File: src/rtl/logic_unit_arbiter_if.sv
// Request/response bus between the clients and logic_unit_arbiter.
//  req_valid/req_ready : per-requester handshake (NREQ bits)
//  req_op/req_a/req_b  : packed per-requester opcode (3 bits) and operands (WIDTH bits)
//  rsp_valid/rsp_ready : response handshake
//  rsp_id/rsp_data/rsp_err : owning requester, result, illegal-opcode flag
// master = client side, slave = arbiter side.
interface logic_unit_arbiter_if #(
  parameter int unsigned WIDTH = 8,
  parameter int unsigned NREQ  = 4
);
  localparam int unsigned IW = $clog2(NREQ);

  logic [NREQ-1:0]       req_valid;
  logic [NREQ-1:0]       req_ready;
  logic [3*NREQ-1:0]     req_op;
  logic [WIDTH*NREQ-1:0] req_a;
  logic [WIDTH*NREQ-1:0] req_b;
  logic                  rsp_valid;
  logic                  rsp_ready;
  logic [IW-1:0]         rsp_id;
  logic [WIDTH-1:0]      rsp_data;
  logic                  rsp_err;

  modport master (
    output req_valid, req_op, req_a, req_b, rsp_ready,
    input  req_ready, rsp_valid, rsp_id, rsp_data, rsp_err
  );

  modport slave (
    input  req_valid, req_op, req_a, req_b, rsp_ready,
    output req_ready, rsp_valid, rsp_id, rsp_data, rsp_err
  );
endinterface

File: src/rtl/logic_unit_arbiter.sv
// Shares one WIDTH-bit bitwise logic unit between NREQ requesters.
// Round-robin grant, one transaction in flight: IDLE (grant/capture) ->
// EXEC (compute, register result) -> RESP (hold until rsp_ready).
// Ports:
//  clk      rising-edge clock
//  rst      asynchronous active-high reset
//  bus      logic_unit_arbiter_if.slave request/response bus
//  busy     high whenever the FSM is not IDLE
//  op_count completed responses, saturating at 16'hFFFF
module logic_unit_arbiter #(
  parameter int unsigned WIDTH = 8,
  parameter int unsigned NREQ  = 4
) (
  input  logic                 clk,
  input  logic                 rst,
  logic_unit_arbiter_if.slave  bus,
  output logic                 busy,
  output logic [15:0]          op_count
);
  localparam int unsigned IW = $clog2(NREQ);

  typedef enum logic [1:0] {IDLE, EXEC, RESP} state_t;

  state_t           state;
  logic [IW-1:0]    last_grant;
  logic [IW-1:0]    winner;
  logic [IW-1:0]    scan_idx;
  logic             found;
  logic [2:0]       op_q;
  logic [WIDTH-1:0] a_q;
  logic [WIDTH-1:0] b_q;
  logic [IW-1:0]    id_q;
  logic [WIDTH-1:0] result;
  logic             res_err;

  // Scan starts one past the last winner so the previous owner has lowest priority.
  always_comb begin
    found    = 1'b0;
    winner   = '0;
    scan_idx = '0;
    for (int unsigned i = 1; i <= NREQ; i++) begin
      scan_idx = IW'((32'(last_grant) + i) % NREQ);
      if (!found && bus.req_valid[scan_idx]) begin
        found  = 1'b1;
        winner = scan_idx;
      end
    end
  end

  always_comb begin
    bus.req_ready = '0;
    for (int unsigned i = 0; i < NREQ; i++) begin
      bus.req_ready[i] = (state == IDLE) && found && (winner == IW'(i));
    end
  end

  always_comb begin
    result  = '0;
    res_err = 1'b0;
    case (op_q)
      3'd0:    result = a_q & b_q;
      3'd1:    result = a_q | b_q;
      3'd2:    result = ~a_q;
      3'd3:    result = ~(a_q & b_q);
      3'd4:    result = ~(a_q | b_q);
      3'd5:    result = a_q ^ b_q;
      3'd6:    result = ~(a_q ^ b_q);
      default: res_err = 1'b1;
    endcase
  end

  always_ff @(posedge clk or posedge rst) begin
    if (rst) begin
      state        <= IDLE;
      last_grant   <= IW'(NREQ - 1);
      op_q         <= '0;
      a_q          <= '0;
      b_q          <= '0;
      id_q         <= '0;
      bus.rsp_valid <= 1'b0;
      bus.rsp_id    <= '0;
      bus.rsp_data  <= '0;
      bus.rsp_err   <= 1'b0;
      busy         <= 1'b0;
      op_count     <= '0;
    end else begin
      case (state)
        IDLE: begin
          if (found) begin
            op_q       <= bus.req_op[3*winner +: 3];
            a_q        <= bus.req_a[WIDTH*winner +: WIDTH];
            b_q        <= bus.req_b[WIDTH*winner +: WIDTH];
            id_q       <= winner;
            last_grant <= winner;
            busy       <= 1'b1;
            state      <= EXEC;
          end
        end
        EXEC: begin
          bus.rsp_data  <= result;
          bus.rsp_err   <= res_err;
          bus.rsp_id    <= id_q;
          bus.rsp_valid <= 1'b1;
          state         <= RESP;
        end
        RESP: begin
          if (bus.rsp_ready) begin
            bus.rsp_valid <= 1'b0;
            if (op_count != '1) op_count <= op_count + 16'd1;
            busy  <= 1'b0;
            state <= IDLE;
          end
        end
        default: state <= IDLE;
      endcase
    end
  end
endmodule

File: src/flat_wrapper.sv
// flat-port wrapper written by rule: the top's interface ports become plain ports
module logic_unit_arbiter_flat 
#(
  parameter int unsigned WIDTH = 8,
  parameter int unsigned NREQ  = 4
)
  (clk, rst, busy, op_count, bus_req_valid, bus_req_op, bus_req_a, bus_req_b, bus_rsp_ready, bus_req_ready, bus_rsp_valid, bus_rsp_id, bus_rsp_data, bus_rsp_err);
  logic_unit_arbiter_if #(.WIDTH(WIDTH), .NREQ(NREQ)) bus_i ();
  input  logic clk;
  input  logic rst;
  output logic busy;
  output logic [15:0] op_count;
  input wire logic [$bits(bus_i.req_valid)-1:0] bus_req_valid;
  input wire logic [$bits(bus_i.req_op)-1:0] bus_req_op;
  input wire logic [$bits(bus_i.req_a)-1:0] bus_req_a;
  input wire logic [$bits(bus_i.req_b)-1:0] bus_req_b;
  input wire logic [$bits(bus_i.rsp_ready)-1:0] bus_rsp_ready;
  output wire logic [$bits(bus_i.req_ready)-1:0] bus_req_ready;
  output wire logic [$bits(bus_i.rsp_valid)-1:0] bus_rsp_valid;
  output wire logic [$bits(bus_i.rsp_id)-1:0] bus_rsp_id;
  output wire logic [$bits(bus_i.rsp_data)-1:0] bus_rsp_data;
  output wire logic [$bits(bus_i.rsp_err)-1:0] bus_rsp_err;
  assign bus_i.req_valid = bus_req_valid;
  assign bus_i.req_op = bus_req_op;
  assign bus_i.req_a = bus_req_a;
  assign bus_i.req_b = bus_req_b;
  assign bus_i.rsp_ready = bus_rsp_ready;
  assign bus_req_ready = bus_i.req_ready;
  assign bus_rsp_valid = bus_i.rsp_valid;
  assign bus_rsp_id = bus_i.rsp_id;
  assign bus_rsp_data = bus_i.rsp_data;
  assign bus_rsp_err = bus_i.rsp_err;
  logic_unit_arbiter #(.WIDTH(WIDTH), .NREQ(NREQ)) u_core (.clk(clk), .rst(rst), .bus(bus_i), .busy(busy), .op_count(op_count));
endmodule
File: config.mk
export PLATFORM = sky130hd
export DESIGN_NAME = logic_unit_arbiter_flat
export DESIGN_NICKNAME = d
export VERILOG_FILES = /design/src/rtl/logic_unit_arbiter_if.sv /design/src/rtl/logic_unit_arbiter.sv /design/src/flat_wrapper.sv
export SDC_FILE = /design/constraint.sdc
export NUM_CORES = 1
export LEC_CHECK = 0
export BUFFER_PORTS_ARGS = -buffer_cell sky130_fd_sc_hd__buf_2
export CORE_MARGIN = 10
export CORE_UTILIZATION = 46
export DETAILED_ROUTE_END_ITERATION = 7
export PLACE_DENSITY = 0.77
export SYNTH_ARGS = -nofsm -noshare
export SYNTH_HDL_FRONTEND = slang
export SYNTH_SLANG_ARGS = --single-unit
File: constraint.sdc
create_clock -name clk -period 1.7 [get_ports clk]
set_input_delay 0.17 -clock clk [delete_from_list [all_inputs] [get_ports clk]]
set_output_delay 0.17 -clock clk [all_outputs]
set_load 0.01 [all_outputs]
==> flow_metrics.py, run 1 <==
metrics = {
    "placed_design": {
        "gp_congestion": 0.8654,
        "post-place-ws_ns": -0.09977,
        "dpl.hpwl_mm": 7.372,
        "io_buffers": 115,
    },
    "power_and_ir_drop": {
        "powerDensity_nw_per_um2": 1702,
        "p_sw_frac": 0.4081,
        "pwr-share-comb": 0.589,
        "internal_power_mw": 4.784,
        "switching_power_mw": 3.299,
        "power_frac_clock": 0.131,
        "vdd_drop_max_mv": 0.9866,
        "pwr-share-seq": 0.280,
        "power_leakage_nw": 2.373,
    },
    "synthesis": {
        "syn_nets": 464,
        "syn_inst": 364,
        "synthFlopType": "dfrtp_1",
        "yosysTopAreaCell": "dfrtp_1",
        "yosysUniqueCellTypes": 46,
        "avgSynthCellArea_um2": 9.666,
        "synthTopCellsByArea": "dfrtp_1 37%, mux2i_1 13%, ha_1 6.0%, nand2_1 5.2%, o221ai_1 5.2%",
        "synth_warnings": 0,
        "synth_most_common_cell": "dfrtp_1",
        "synth_common_cells": "52 x dfrtp_1, 49 x nand2_1, 46 x mux2i_1",
        "synth_seq_area_share": 0.3848,
        "async_flop_share": 1.000,
        "syn_area_um2": 3518,
        "synth-seq-cells": 54,
        "synth_edf_count": 0,
        "yosysTopAreaCellShare": 0.3698,
    },
    "sta": {
        "period_minus_slack_ns": 1.979,
        "tightest_slew_ns": 0.4705,
        "hold_viol": 0,
        "fmax_mhz": 505.4,
        "rsz0062_at_grt": "yes",
        "skew_ns": 0.006710,
        "timing.hold.ws_ns": 0.08655,
        "finalCritPeriodShare": 1.164,
        "relSlewSlack": 0.6863,
        "setup_ws_ns": -0.2786,
        "slew_violations": 0,
        "setup_viol": 23,
    },
    "drt": {
        "postRouteAntennaNets": 0,
        "first_iter_violations": 206,
        "dr.pass1.iters": 5,
        "avgRoutedWirePerCell_um": 17.63,
        "viasPerCell": 5.562,
        "drc": 0,
        "vias": 3315,
        "wirelength_mm": 10.51,
    },
    "setup_path": {
        "r2r_start": "u_core.last_grant[1]$_DFFE_PP1P_",
        "path_buf_inv": 3,
        "cp_cell_sequence": "mux2i_1, o221a_2, buf_12, buf_4, clkbuf_16, mux2i_1, o221ai_1",
        "critPathArrivalTime_ns": 2.15,
        "path_max_fanout": 7,
        "crit_top_cell": "mux2i_1",
        "worstSetupStartpointType": "flop",
        "required_ns": 1.87,
        "critPathCaptureType": "flop",
        "slowest_stage": "dfstp_2",
        "crit_start": "u_core.last_grant[1]$_DFFE_PP1P_",
        "crit_type": "reg2reg",
        "cpPeakStageDelay_ns": 0.59,
        "path_delay_family": "flip-flops",
    },
    "cells_and_area": {
        "multiInputGateArea_um2": 2021,
        "final_util": 0.6477,
        "antenna_cells": 0,
        "area_growth_pct": 34.96,
        "regArea_um2": 1355,
        "nNetsFinal": 596,
        "n_fill_cell": 552,
        "post_route_cells_drive_above_1_share": 0.3742,
    },
    "clock_tree": {
        "clkTransAtPathRegs_ns": 0.10,
        "h-tree-depth": 2,
        "numCtsBuffers": 5,
        "cts_tree": "built",
        "ctsLongestPathBuffers": 2,
        "root_buffer": "clkbuf_8",
        "cts.sinks": 54,
        "insertion_delay_ns": 0.31,
    },
    "min_path": {
        "hp-class": "in2reg",
        "hold_start": "bus_rsp_ready",
    },
    "floorplan": {
        "fp.dieW_um": 107.5,
        "io_pins": 116,
        "die_h_um": 107.5,
        "rows": 31,
        "core_area_um2": 7331,
        "initial_core_util": 0.4799,
        "dieArea_um2": 11550,
    },
    "outcome": {
        "violations": "setup timing",
        "outcome": "finished with violations",
    },
    "global_route": {
        "grt_usage": 0.1755,
        "grt_first_pass_wirelength_mm": 16.60,
        "gr-total-overflow": 0,
        "grt_max_degree": 55,
        "antenna_found_initial": 0,
        "grt_pass1_vias": 3369,
    },
    "flow_run": {
        "cap_violations": 0,
    },
}
[final timing paths]
check                                                endpoint  cells past startpoint  slack, ns
hold reg to reg            u_core.bus.rsp_data[5]$_DFFE_PP0P_                      2       0.48
max in group asynchronous    u_core.last_grant[0]$_DFFE_PP1P_                      4       0.97
setup / recovery                    u_core.b_q[7]$_DFFE_PP0P_                      7      -0.28
setup reg to reg                    u_core.b_q[7]$_DFFE_PP0P_                      7      -0.28
hold / removal                    u_core.state[1]$_DFFE_PP0P_                      2       0.09
min in group asynchronous     u_core.op_count[13]$_DFFE_PP0P_                      4       0.44
[worst reg2reg max path: stages, from the launching register on]
cell	delay (ns)
dfstp_2	0.59
mux2i_1	0.22
o221a_2	0.26
buf_12	0.12
buf_4	0.11
clkbuf_16	0.15
mux2i_1	0.23
o221ai_1	0.16
[power by group through the flow]
stage / registers, mW / logic (mW) / clock network, mW
2_1_floorplan: 2.23 / 2.83 / 0
3_3_place_gp: 2.24 / 3.81 / 0
3_5_place_dp: 2.27 / 3.97 / 0
4_1_cts: 2.25 / 4.41 / 1.07
5_1_grt: 2.33 / 5.24 / 1.12
6_report: 2.26 / 4.76 / 1.06
[per-layer routing]
layer / up-vias / track usage / wire, µm
li1: 1576 / - / -
met1: 1598 / 0.2122 / 4426
met2: 124 / 0.2962 / 5252
met3: 17 / 0.04192 / 618
met4: 0 / 0.06393 / 208
met5: - / 0 / 0
[logic make-up after synthesis]
family          share of synthesized area
buf+inv                           0.06010
compound gates                     0.1625
simple gates                       0.1504
mux                                0.1469
flops                              0.3848
xor+xnor                          0.03485
fa+ha+maj                         0.06045
[state kept, by name, indices dropped and copies added (netlist names), 3 cells and up]
name,cells
u_core.a_q,8
u_core.b_q,8
u_core.bus.rsp_data,8
u_core.op_count,16
u_core.op_q,3
[cell usage in the layout (no fill, tap or decap), types with 5 or more instances in the layout]
| cell | synthesis | routed |
|---|---|---|
| buf_2 | 4 | 113 |
| dfrtp_1 | 52 | 51 |
| nand2_1 | 49 | 48 |
| mux2i_1 | 46 | 39 |
| buf_4 | 1 | 21 |
| o221ai_1 | 21 | 20 |
| o21ai_0 | 22 | 19 |
| nor2_1 | 19 | 18 |
| inv_1 | 19 | 18 |
| ha_1 | 17 | 17 |
| nand2b_1 | 12 | 12 |
| xnor2_1 | 10 | 10 |
| buf_12 | 0 | 7 |
| a21oi_1 | 6 | 6 |
| mux2i_2 | 0 | 6 |
| a31oi_1 | 6 | 6 |
| o211ai_1 | 6 | 6 |
| a22o_1 | 6 | 6 |
| clkbuf_8 | 0 | 6 |
| nand4_1 | 5 | 5 |
[per-stage QoR]
step / total power, mW / instance area [µm²] / TNS (ns) / cells
4_1_cts: 7.726 / 4609 / -4.042 / 592
5_1_grt: 8.694 / 4748 / -5.864 / 596
3_3_place_gp: 6.052 / 4279 / -0.02927 / 572
6_report: 8.083 / 4748 / -4.450 / 596
3_5_place_dp: 6.243 / 4279 / -1.391 / 572
2_1_floorplan: 5.056 / 3533 / -0.04634 / 364
[repair_timing]
action | in CTS | in global routing
gates cloned | 3 | 1
gates resized for setup | 10 | 21
hold endpoints to repair | 52 | 0
pin swaps | 5 | 7
setup buffers | 8 | 4
hold buffers | 1 | 0
setup endpoints to repair | 22 | 30
[layout make-up]
cell class,count,area share
flip-flops and latches,54,0.2854
repair buffers,149,0.2171
multi-input cells,266,0.4256
inverters,20,0.01581
well taps,99,0.02609
clock inverters,2,0.01265
clock buffers,6,0.01739
Note: power is estimated with default switching activity, not from simulation.
==> inputs of run 2 (changes only) <==
--- a/config.mk
+++ b/config.mk
@@ -7,9 +7,10 @@
 export LEC_CHECK = 0
 export BUFFER_PORTS_ARGS = -buffer_cell sky130_fd_sc_hd__buf_2
 export CORE_MARGIN = 10
-export CORE_UTILIZATION = 46
+export CORE_UTILIZATION = 48
+export CTS_BUF_LIST = sky130_fd_sc_hd__clkbuf_8
 export DETAILED_ROUTE_END_ITERATION = 7
-export PLACE_DENSITY = 0.77
+export PLACE_DENSITY = 0.91
 export SYNTH_ARGS = -nofsm -noshare
 export SYNTH_HDL_FRONTEND = slang
 export SYNTH_SLANG_ARGS = --single-unit
==> run 2 against run 1 <==
  * First-iteration DRC count rose by 1.5%
  * Combinational power is 8.2% lower
  * Largest power group unchanged
  * Largest cell class unchanged
  * The flow still finishes with violations (setup timing)
  * Non-clock buffer count fell by 7
  * Design area down 4.2%
  * Critical path depth is 2 lower
  * Total power decreased by 7.9%
==> flow_metrics.py, run 2 (synthesis gave the netlist of run 1 again) <==
metrics = {
    "sta": {
        "skew_ns": 0.01654,
        "relSlewSlack": 0.6644,
        "fmax_mhz": 504.1,
        "period_minus_slack_ns": 1.984,
        "hold_viol": 0,
        "setup_ws_ns": -0.2838,
        "rsz0062_at_grt": "yes",
        "tightest_slew_ns": 0.5034,
        "finalCritPeriodShare": 1.167,
        "setup_viol": 23,
        "slew_violations": 0,
    },
    "outcome": {
        "outcome": "finished with violations",
        "violations": "setup timing",
    },
    "setup_path": {
        "path_depth": 5,
        "worstSetupStartpointType": "flop",
        "r2r_start": "u_core.last_grant[1]$_DFFE_PP1P_",
        "crit_type": "reg2out",
        "reg2reg_slack_ns": -0.23,
        "required_ns": 1.53,
        "crit_top_cell": "buf_6",
        "slowest_stage": "dfstp_2",
        "critPathCaptureType": "output pin",
        "path_buf_inv": 2,
        "path_delay_family": "flip-flops",
        "path_max_fanout": 5,
        "cpPeakStageDelay_ns": 0.59,
        "regToRegEndpoint": "u_core.b_q[6]$_DFFE_PP0P_",
        "worst-r2r-cell-count": 7,
        "critPathArrivalTime_ns": 1.81,
        "cp_cell_sequence": "mux2i_1, o221a_2, buf_6, and3_4, buf_6",
    },
    "drt": {
        "wl_met1_mm": 4.222,
        "drc": 0,
        "dr.pass1.iters": 5,
        "vias": 3283,
        "dr_wl_met3_um": 582,
        "avgRoutedWirePerCell_um": 17.18,
        "highest_layer": "met4",
        "postRouteAntennaNets": 0,
        "viasPerCell": 5.574,
        "wl_met2_mm": 5.168,
        "first_iter_violations": 209,
        "wirelength_mm": 10.12,
    },
    "placed_design": {
        "io_buffers": 115,
        "gp_congestion": 0.8059,
        "post-place-ws_ns": -0.1108,
        "dpl.hpwl_mm": 7.690,
        "post_dp_cell_area_um2": 4279,
    },
    "clock_tree": {
        "cts.sinks": 54,
        "clkTransAtPathRegs_ns": 0.12,
        "cts_tree": "built",
        "insertion_delay_ns": 0.32,
        "h-tree-depth": 2,
        "root_buffer": "clkbuf_8",
        "numCtsBuffers": 5,
        "ctsLongestPathBuffers": 2,
    },
    "cells_and_area": {
        "antenna_cells": 0,
        "nNetsFinal": 589,
        "multiInputGateArea_um2": 1994,
        "final_cell_mix": "113 x buf_2, 51 x dfrtp_1, 49 x nand2_1",
        "regArea_um2": 1355,
        "area_growth_pct": 29.23,
        "n_fill_cell": 580,
        "regMostFlops": "u_core.op_count",
        "final_area_um2": 4547,
        "post_route_cells_drive_above_1_share": 0.3531,
        "final_util": 0.6337,
        "layout_commonest_cell": "buf_2",
        "largest_reg_flops": 16,
    },
    "global_route": {
        "grt_first_pass_wirelength_mm": 16.24,
        "grt_usage": 0.1724,
        "antenna_found_initial": 0,
        "grt_pass1_vias": 3520,
        "grt_max_degree": 38,
        "gr-total-overflow": 0,
    },
    "floorplan": {
        "initial_core_util": 0.4903,
        "fp.dieW_um": 105.6,
        "rows": 31,
        "dieArea_um2": 11150,
        "io_pins": 116,
        "die_h_um": 105.6,
        "core_area_um2": 7176,
    },
    "min_path": {
        "hold_end": "u_core.state[1]$_DFFE_PP0P_",
        "hold_start": "bus_rsp_ready",
        "whs_path_depth": 2,
        "hp-class": "in2reg",
    },
    "power_and_ir_drop": {
        "powerDensity_nw_per_um2": 1637,
        "pwr-share-comb": 0.586,
        "power_mw": 7.443,
        "p_sw_frac": 0.4360,
        "internal_power_mw": 4.198,
        "power_frac_clock": 0.107,
        "switching_power_mw": 3.246,
        "power_leakage_nw": 2.287,
        "vdd_drop_max_mv": 0.8310,
        "pwr-share-seq": 0.307,
    },
    "flow_run": {
        "cap_violations": 0,
    },
}
[run 2: cell count changes in the layout (fill, tap and decap cells not counted), moves of 3 or more]
cell,change
o21ai_0,+3
buf_4,-5
o21ai_1,-3
buf_16,-4
mux2i_1,+3
[run 2: through the flow]
step                      setup TNS (ns)  hold slack (ns)  instances
after floorplan                 -0.04634           0.2773        364
final                             -4.010          0.07387        589
after CTS                         -3.860          0.06987        587
after global routing              -6.348          0.07643        589
after global placement                 0           0.1790        572
after detailed placement         -0.7640           0.1853        572
[run 2: what timing repair did]
item,CTS,global route
gates resized for setup,11,12
buffers inserted,5,3
cloned,1,1
pin swaps,2,5
endpoints found under the hold margin,17,0
endpoints found under the setup margin,22,28
hold buffers,1,0
[run 2: worst register-to-register path, delay by kind of cell, from the launching register on]
| kind | cells | cell delay [ns] |
|---|---|---|
| flops | 1 | 0.59 |
| compound gates | 2 | 0.42 |
| mux | 2 | 0.40 |
| buf+inv | 3 | 0.40 |
[run 2: worst max path at each step]
stage                                           startpoint                    endpoint  slack [ns]
final                     u_core.last_grant[1]$_DFFE_PP1P_            bus_req_ready[0]       -0.28
after detailed placement  u_core.last_grant[1]$_DFFE_PP1P_   u_core.a_q[2]$_DFFE_PP0P_       -0.11
after CTS                 u_core.last_grant[1]$_DFFE_PP1P_            bus_req_ready[0]       -0.28
after global placement    u_core.last_grant[1]$_DFFE_PP1P_  u_core.op_q[0]$_DFFE_PP0P_       0.004
after global routing      u_core.last_grant[1]$_DFFE_PP1P_            bus_req_ready[2]       -0.37
after floorplan           u_core.last_grant[1]$_DFFE_PP1P_   u_core.a_q[0]$_DFFE_PP0P_      -0.004
[run 2: layout make-up]
cell class | instances | area share
clock buffers | 5 | 0.01513
clock inverters | 3 | 0.006329
inverters | 20 | 0.01651
multi-input cells | 266 | 0.4386
flip-flops and latches | 54 | 0.2980
well taps | 99 | 0.02724
repair buffers | 142 | 0.1981
[run 2: power by group through the flow]
| stage | clock [mW] | combinational [mW] | sequential [mW] |
|---|---|---|---|
| 6_report | 0.795 | 4.37 | 2.28 |
| 4_1_cts | 0.806 | 4.25 | 2.26 |
| 3_5_place_dp | 0 | 4.00 | 2.29 |
| 2_1_floorplan | 0 | 2.83 | 2.23 |
| 3_3_place_gp | 0 | 3.74 | 2.25 |
| 5_1_grt | 0.851 | 4.82 | 2.35 |
[run 2: routing by layer]
metal / vias up / GRT usage
met5: - / 0
met4: 0 / 0.05996
met3: 15 / 0.04080
met2: 135 / 0.3062
met1: 1582 / 0.1982
li1: 1551 / -
==> inputs of run 3 (changes only) <==
==> constraint.sdc (replaced) <==
create_clock -name clk -period 1.8 [get_ports clk]
set_input_delay 0.36 -clock clk [delete_from_list [all_inputs] [get_ports clk]]
set_output_delay 0.36 -clock clk [all_outputs]
set_load 0.01 [all_outputs]
==> run 3 against run 2 <==
  * The run still ends with setup timing left
  * Total power down 2.9%
  * Count of clock-buffer cells in the layout unchanged
  * Clock skew down 0.0053 ns
  * Global-route usage up 0.079 points
  * Non-clock buffer count down 6
  * Die area unchanged
  * Flip-flop and latch count unchanged
  * Critical endpoint is now bus_req_ready[2]
  * Highest routed layer unchanged
==> flow_metrics.py, run 3 (synthesis gave the netlist of run 1 again) <==
metrics = {
    "clock_tree": {
        "cts_tree": "built",
        "cts.sinks": 54,
        "ctsHoldBuffers": 0,
        "h-tree-depth": 2,
        "clkTransAtPathRegs_ns": 0.11,
        "numCtsBuffers": 5,
        "insertion_delay_ns": 0.30,
        "root_buffer": "clkbuf_8",
        "ctsLongestPathBuffers": 2,
    },
    "power_and_ir_drop": {
        "vdd_drop_max_mv": 1.011,
        "pwr-share-comb": 0.578,
        "switching_power_mw": 3.055,
        "power_frac_clock": 0.116,
        "internal_power_mw": 4.175,
        "powerDensity_nw_per_um2": 1571,
        "power_mw": 7.231,
        "power_leakage_nw": 2.301,
        "pwr-share-seq": 0.306,
        "p_sw_frac": 0.4225,
    },
    "drt": {
        "avgRoutedWirePerCell_um": 17.34,
        "drc": 0,
        "postRouteAntennaNets": 0,
        "vias": 3184,
        "dr.pass1.iters": 4,
        "wirelength_mm": 10.11,
        "viasPerCell": 5.461,
        "first_iter_violations": 146,
    },
    "global_route": {
        "antenna_found_initial": 0,
        "grt_max_degree": 55,
        "grt_usage": 0.1732,
        "gr-total-overflow": 0,
        "grt_pass1_vias": 3408,
        "grt_first_pass_wirelength_mm": 16.22,
    },
    "floorplan": {
        "die_h_um": 105.6,
        "rows": 31,
        "initial_core_util": 0.4903,
        "core_area_um2": 7176,
        "io_pins": 116,
        "fp.dieW_um": 105.6,
        "dieArea_um2": 11150,
    },
    "flow_run": {
        "cap_violations": 0,
    },
    "cells_and_area": {
        "final_cell_mix": "113 x buf_2, 52 x dfrtp_1, 48 x nand2_1",
        "final_area_um2": 4602,
        "area_growth_pct": 30.80,
        "final_util": 0.6413,
        "layout_commonest_cell": "buf_2",
        "antenna_cells": 0,
        "instances_no_fill": 583,
        "nNetsFinal": 583,
        "post_route_cells_drive_above_1_share": 0.3554,
        "largest_reg_flops": 16,
        "regMostFlops": "u_core.op_count",
    },
    "placed_design": {
        "dpl.hpwl_mm": 7.249,
        "post_dp_cell_area_um2": 4234,
        "placed_cells": 566,
        "gp_congestion": 0.7965,
        "post-place-ws_ns": -0.1833,
        "io_buffers": 115,
    },
    "sta": {
        "finalCritPeriodShare": 1.154,
        "period_minus_slack_ns": 2.078,
        "timing.hold.ws_ns": 0.08779,
        "fmax_mhz": 481.3,
        "tightest_slew_ns": 0.6494,
        "skew_ns": 0.01128,
        "setup_viol": 23,
        "rsz0062_at_grt": "yes",
        "slew_violations": 0,
        "setup_ws_ns": -0.2777,
        "relSlewSlack": 0.5671,
        "hold_viol": 0,
        "fin_setup_tns_ns": -3.999,
    },
    "setup_path": {
        "worst-r2r-cell-count": 7,
        "required_ns": 1.44,
        "reg2reg_slack_ns": -0.24,
        "path_max_fanout": 5,
        "critPathCaptureType": "output pin",
        "critPathArrivalTime_ns": 1.72,
        "crit_start": "u_core.last_grant[1]$_DFFE_PP1P_",
        "r2r_start": "u_core.last_grant[1]$_DFFE_PP1P_",
        "cp_cell_sequence": "mux2i_1, o221a_2, and3_4, buf_6",
        "worstSetupStartpointType": "flop",
        "slowest_stage": "dfstp_2",
        "crit_type": "reg2out",
        "regToRegEndpoint": "u_core.a_q[3]$_DFFE_PP0P_",
        "cpPeakStageDelay_ns": 0.59,
    },
    "outcome": {
        "outcome": "finished with violations",
        "violations": "setup timing",
    },
    "min_path": {
        "hp-class": "in2async",
    },
}
-- run 3: cell types whose count changed in the layout (fill, tap and decap cells not counted), moves of 2 or more --
| cell | delta |
|---|---|
| buf_4 | -7 |
| buf_12 | -2 |
| buf_16 | +4 |
| nor2_2 | +2 |
-- run 3: worst max-delay path: cells and delay by family (launching register included) --
kind	cells	cell delay (ns)
AOI/OAI and AO/OA	1	0.30
buffers and inverters	1	0.10
DFF	1	0.59
muxes	1	0.21
and+or+nand+nor	1	0.21
-- run 3: routing by layer --
| metal | global-route usage | share of wire |
|---|---|---|
| met5 | 0 | 0 |
| met4 | 0.05029 | 0.021 |
| met3 | 0.03532 | 0.045 |
| met2 | 0.3018 | 0.49 |
| met1 | 0.2112 | 0.44 |
-- run 3: worst max path at each step --
stage                       endpoint  cells past startpoint
finish              bus_req_ready[2]                      4
global route        bus_req_ready[2]                      4
CTS                 bus_req_ready[0]                      4
detailed placement  bus_req_ready[2]                      7
global placement    bus_req_ready[2]                      7
floorplan           bus_req_ready[0]                      6
-- run 3: area by class of cell --
| cell class | count | area, µm² |
|---|---|---|
| clock buffers | 5 | 68.82 |
| clock inverters | 3 | 47.55 |
| fillers | 529 | 2574 |
| inverters | 20 | 75.07 |
| multi-input cells | 266 | 2003 |
| flip-flops and latches | 54 | 1354 |
| well taps | 99 | 123.9 |
| repair buffers | 136 | 929.6 |
-- run 3: timing repair --
item	in CTS	in global routing
pin swaps	7	5
resized for setup	14	8
setup buffers	5	0
cloned	4	1
hold endpoints to repair	0	0
endpoints found under the setup margin	22	25
-- run 3: power by group through the flow --
stage	logic [mW]	registers (mW)	clock network (mW)
after floorplan	2.67	2.10	0
after global placement	3.37	2.19	0
after detailed placement	3.58	2.22	0
after CTS	4.09	2.19	0.844
after global routing	4.62	2.28	0.904
final	4.18	2.21	0.839
